File: config.mk
export PLATFORM = sky130hd
export DESIGN_NAME = ins_seq_dec
export DESIGN_NICKNAME = d
export VERILOG_FILES = /design/src/rtl/ins_seq_dec.sv
export SDC_FILE = /design/constraint.sdc
export NUM_CORES = 1
export LEC_CHECK = 0
export CORE_AREA = 2 2 72 74
export CTS_BUF_LIST = sky130_fd_sc_hd__clkbuf_8
export CTS_CLUSTER_DIAMETER = 30
export DETAILED_ROUTE_END_ITERATION = 7
export DIE_AREA = 0 0 74 76
export PLACE_DENSITY = 0.65
export SLEW_MARGIN = 25
export SYNTH_ARGS = -nofsm -noshare
export SYNTH_HDL_FRONTEND = slang
export SYNTH_SLANG_ARGS = --single-unit
File: constraint.sdc
create_clock -name clk -period 3 [get_ports clk]
set_input_delay 0.9 -clock clk [delete_from_list [all_inputs] [get_ports clk]]
set_output_delay 0.9 -clock clk [all_outputs]
set_load 0.05 [all_outputs]
File: src/rtl/ins_seq_dec.sv
// Sequenced instruction decoder for the accumulator processor: IR, FETCH/DECODE/EXECUTE FSM, strobes, retire count.
// Latency: 3 cycles per instruction minimum (FETCH, DECODE, EXECUTE); all outputs combinational from state/ir/inputs.
// Backpressure: stall freezes everything; EXECUTE stretches until in_valid (inp) or out_ready (outp).
//
// Ports:
//   clk, rst            rising-edge clock, asynchronous active-high reset
//   stall               freezes sequencer, IR and counter (highest priority)
//   ir_in, ir_valid     instruction word from program memory and its valid
//   z_flag, c_flag      ALU flags for conditional jumps
//   in_valid, out_ready I/O handshakes that stretch EXECUTE
//   fetch/decode/execute one-hot phase indicators
//   ir                  instruction register
//   load..jumpnc        one-hot class strobes
//   jump_taken, pc_inc  PC control; retire pulses on the final EXECUTE cycle
//   illegal             undefined opcode in DECODE/EXECUTE (executes as NOP)
//   instr_count         retired-instruction counter (wraps)
module ins_seq_dec #(
   parameter int IR_WIDTH      = 8,   // must be >= 8
   parameter int CNT_WIDTH     = 16,
   parameter int DECODE_ASSERT = 1
) (
   input  logic                 clk,
   input  logic                 rst,
   input  logic                 stall,
   input  logic [IR_WIDTH-1:0]  ir_in,
   input  logic                 ir_valid,
   input  logic                 z_flag,
   input  logic                 c_flag,
   input  logic                 in_valid,
   input  logic                 out_ready,
   output logic                 fetch,
   output logic                 decode,
   output logic                 execute,
   output logic [IR_WIDTH-1:0]  ir,
   output logic                 load,
   output logic                 bitand,
   output logic                 add,
   output logic                 sub,
   output logic                 inp,
   output logic                 outp,
   output logic                 jump,
   output logic                 jumpz,
   output logic                 jumpnz,
   output logic                 jumpc,
   output logic                 jumpnc,
   output logic                 jump_taken,
   output logic                 pc_inc,
   output logic                 retire,
   output logic                 illegal,
   output logic [CNT_WIDTH-1:0] instr_count
);

   // One-hot encoding so the phase indicators are straight register bits.
   typedef enum logic [2:0] {
      S_FETCH  = 3'b001,
      S_DECODE = 3'b010,
      S_EXEC   = 3'b100
   } state_t;

   state_t state;

   logic [3:0] opcode;
   logic [1:0] cond;
   logic d_load, d_bitand, d_add, d_sub, d_inp, d_outp;
   logic d_jump, d_jumpz, d_jumpnz, d_jumpc, d_jumpnc;
   logic legal;
   logic strobe_en;
   logic complete;

   assign opcode = ir[IR_WIDTH-1 -: 4];
   assign cond   = ir[IR_WIDTH-5 -: 2];

   // Raw opcode decode, independent of phase.
   always_comb begin
      d_load   = 1'b0;
      d_bitand = 1'b0;
      d_add    = 1'b0;
      d_sub    = 1'b0;
      d_inp    = 1'b0;
      d_outp   = 1'b0;
      d_jump   = 1'b0;
      d_jumpz  = 1'b0;
      d_jumpnz = 1'b0;
      d_jumpc  = 1'b0;
      d_jumpnc = 1'b0;
      legal    = 1'b1;
      case (opcode)
         4'b0000: d_load   = 1'b1;
         4'b0001: d_bitand = 1'b1;
         4'b0100: d_add    = 1'b1;
         4'b0110: d_sub    = 1'b1;
         4'b1000: d_jump   = 1'b1;
         4'b1001: begin
            case (cond)
               2'b00:   d_jumpz  = 1'b1;
               2'b01:   d_jumpnz = 1'b1;
               2'b10:   d_jumpc  = 1'b1;
               default: d_jumpnc = 1'b1;
            endcase
         end
         4'b1010: d_inp    = 1'b1;
         4'b1110: d_outp   = 1'b1;
         default: legal    = 1'b0;
      endcase
   end

   assign fetch   = (state == S_FETCH);
   assign decode  = (state == S_DECODE);
   assign execute = (state == S_EXEC);

   assign strobe_en = execute | ((DECODE_ASSERT != 0) & decode);

   assign load   = strobe_en & d_load;
   assign bitand = strobe_en & d_bitand;
   assign add    = strobe_en & d_add;
   assign sub    = strobe_en & d_sub;
   assign inp    = strobe_en & d_inp;
   assign outp   = strobe_en & d_outp;
   assign jump   = strobe_en & d_jump;
   assign jumpz  = strobe_en & d_jumpz;
   assign jumpnz = strobe_en & d_jumpnz;
   assign jumpc  = strobe_en & d_jumpc;
   assign jumpnc = strobe_en & d_jumpnc;

   assign illegal = (decode | execute) & ~legal;

   // I/O instructions wait for their handshake; everything else (illegal too) completes at once.
   assign complete = d_inp ? in_valid : (d_outp ? out_ready : 1'b1);

   // Uses the raw decode so the result does not depend on DECODE_ASSERT.
   assign jump_taken = execute & (d_jump
                                | (d_jumpz  &  z_flag)
                                | (d_jumpnz & ~z_flag)
                                | (d_jumpc  &  c_flag)
                                | (d_jumpnc & ~c_flag));

   assign retire = execute & complete & ~stall;
   assign pc_inc = retire & ~jump_taken;

   always_ff @(posedge clk or posedge rst) begin
      if (rst) begin
         state       <= S_FETCH;
         ir          <= '0;
         instr_count <= '0;
      end else if (!stall) begin
         case (state)
            S_FETCH: begin
               if (ir_valid) begin
                  ir    <= ir_in;
                  state <= S_DECODE;
               end
            end
            S_DECODE: state <= S_EXEC;
            S_EXEC: begin
               if (complete) begin
                  instr_count <= instr_count + CNT_WIDTH'(1);
                  state       <= S_FETCH;
               end
            end
            default: state <= S_FETCH;
         endcase
      end
   end

endmodule
==> impl_metrics.csv <==
group,metric,value,unit
clock_network,htreeDepth,1,
routing,drc,0,
yosys,ys_types,37,
sta,final_max_slew_viol_count,0,
hold_path,min_from,"instr_count[15]$_DFFE_PP0P_",
clock_network,clock_sinks,27,
die,die_w,74,um
sta,clock.fmax,333,MHz
sta,rsz0062_at_grt,"true",
die,die_h,76,um
global_route,gr-total-overflow,0,
layout,layout.nets,223,
clock_network,cts_buffers,3,
routing,dr.pass1.iters,4,
yosys,seq_area_frac_synth,47.6,%
layout,postLayoutCellArea,2480,sq um
layout,synthToLayoutAreaGrowth,74.4,%
layout,multi_input_area,823,sq um
yosys,synth_edf_count,0,
routing,wirelength,3.65,mm
setup_path,path_max_fanout,6,
sta,tightest_slew,0.581,ns
die,core_area,4910,sq um
global_route,grt_start_max_net_pins,28,
placement,place_area,2280,sq um
routing,first_iter_violations,69,
setup_path,reg2reg_slack,0.92,ns
run,maxCapViolations,0,
die,boundaryPins,58,
setup_path,r2r-end,"instr_count[8]$_DFFE_PP0P_",
placement,dpl.hpwl,2.65,mm
placement,gp_congestion,0.788,
sta,hold_viol,0,
clock_network,path_clk_slew,0.09,ns
sta,fin_crit_sh,100,%
routing,vias,1238,
yosys,ys.flop_type,"dfrtp_1",
global_route,grt_use_total,13.0,%
yosys,syn_area,1420,sq um
global_route,antenna_found_initial,0,
setup_path,path_class,"flop to primary output",
pwr,p_per_area,713,nW/um^2
clock_network,ctsRootBufferMaster,"clkbuf_8",
clock_network,clk_latency,0.27,ns
global_route,first_global_vias,1160,
hold_path,hp-class,"flop to flop",
routing,vias_per_cell,4.50,
pwr,vdd_drop_max,409,uV
sta,timing.final.ws_setup,-0.00691,ns
yosys,ys_async_sr_fraction,100,%
layout,final-seq-area,679,sq um
layout,fillCellCount,441,
placement,port_buffers,57,
clock_network,cts_buffer_depth,2,
hold_path,worstHoldEndpoint,"instr_count[15]$_DFFE_PP0P_",
status,status,"finished with violations",
yosys,yosys_warnings,0,
setup_path,start_kind,"flop",
status,violations,"negative setup slack",
yosys,synth-seq-cells,27,
clock_network,cts_tree,"done",
clock_network,holdBufCountCts,0,
sta,skew,0.00310,ns
sta,period_needed,3.01,ns
die,initial_utilization,29.0,%
hold_path,hold_path_depth,1,
yosys,postSynthCellCount,132,
routing,ant_nets,0,
die,die_area,5620,sq um
setup_path,worstReg2RegStart,"state[1]$_DFFE_PP0P_",
global_route,grt_pass1_wl,5.83,mm
pwr,leakage,1.04,nW
sta,relSlewSlack,61.3,%
yosys,mappedNetlistNets,149,
setup_path,arrival,2.11,ns
setup_path,crit_path_start,"state[1]$_DFFE_PP0P_",
die,rows,26,
yosys,syn_avg_cell_area,10.8,sq um
layout,antenna_cells,0,
layout,final_util,50.5,%
setup_path,r2r_cells,7,
setup_path,critPathRequiredTime,2.10,ns
layout,drive_above_1_share,33.7,%
setup_path,end_kind,"primary output",
routing,wl_per_cell,13.3,um
sta,setup_viol,1,
==> what timing repair did <==
action,CTS,global route
gates cloned,0,0
gates resized for setup,13,7
buffers inserted,0,8
setup endpoints to repair,6,6
pin swaps,3,5
==> area by class of cell <==
class | count | share of cell area, %
Clock buffer | 3 | 1.66
Sequential cell | 27 | 27.4
Multi-Input combinational cell | 96 | 33.2
Tap cell | 70 | 3.53
Clock inverter | 1 | 0.151
Inverter | 5 | 0.756
Timing Repair Buffer | 73 | 33.3
==> metrics by stage <==
step,hold slack [ns],instances,setup slack [ns],setup TNS (ns),power [mW]
floorplan,0.529,132,-0.128,-0.545,1.17
global placement,0.459,263,-0.216,-0.607,1.46
detailed placement,0.464,263,-0.230,-0.636,1.46
CTS,0.478,267,0.0365,0,1.70
global route,0.521,275,-0.0601,-0.202,1.87
finish,0.474,275,-0.00691,-0.00691,1.77
==> cell usage after synthesis (2+ instances only) <==
cell type | instances | area (sq um)
nor3_1 | 8 | 40.0
nand2_1 | 8 | 30.0
xnor2_1 | 14 | 123
nor4_1 | 4 | 25.0
nand3_1 | 6 | 30.0
and2_1 | 2 | 12.5
nand2b_1 | 6 | 37.5
inv_1 | 5 | 18.8
xor2_1 | 2 | 17.5
dfrtp_1 | 26 | 651
mux2i_1 | 2 | 20.0
buf_6 | 2 | 22.5
and3_1 | 2 | 12.5
nand4_2 | 3 | 37.5
nor2_1 | 9 | 33.8
mux2_2 | 9 | 101
nand4_1 | 4 | 25.0
==> layout by cell type (no fill, tap or decap), types with 6 or more instances in the layout <==
cell	Yosys	final
inv_1	5	6
clkdlybuf4s50_1	0	39
nor2_1	9	9
nand2_1	8	8
xnor2_1	14	14
buf_12	0	14
mux2_2	9	9
buf_4	0	16
nand3_1	6	6
dfrtp_1	26	24
==> sequential cells by signal, indices dropped and copies added (netlist names) <==
signal / cells
instr_count: 16
ir: 8
state: 3
==> how the worst max path moves through the flow <==
stage / endpoint / slack (ns) / cells after the start
floorplan: pc_inc / -0.13 / 3
global placement: jump_taken / -0.22 / 6
detailed placement: jump_taken / -0.23 / 6
CTS: jumpz / 0.04 / 5
global route: jumpz / -0.06 / 5
finish: jumpz / -0.007 / 5
==> critical path: stages, from the launching register on <==
cell and delay [ns]:
dfrtp_2 0.47, nand2b_4 0.17, a21o_4 0.22, or3b_4 0.45, nor4_4 0.35, buf_12 0.18
==> cell families after synthesis <==
kind of cell,Yosys count,share of synthesized area [%]
AND/OR/NAND/NOR,61,25.5
flip-flops,27,47.6
XOR/XNOR,16,9.85
multiplexers,11,8.53
buffers and inverters,9,3.52
AO/OA/AOI/OAI,7,4.13
adder cells (fa/ha/maj),1,0.879
==> per-layer routing <==
metal / up-vias / share of wire, % / routed length, um / GRT usage (%)
met5: - / 0 / 0 / 0
met4: 0 / 0.55 / 20 / 2.18
met3: 2 / 4.0 / 146 / 2.78
met2: 29 / 50 / 1820 / 20.0
met1: 597 / 45 / 1660 / 19.0
li1: 610 / - / - / -
==> power by group <==
part	internal [mW]	switching (mW)	leakage, nW	total [mW]
sequential	0.452	0.169	0.350	0.620
combinational	0.390	0.562	0.663	0.952
clock	0.0916	0.106	0.0269	0.198
total	0.933	0.837	1.04	1.77
No activity file was read; power rests on OpenSTA's default activity.
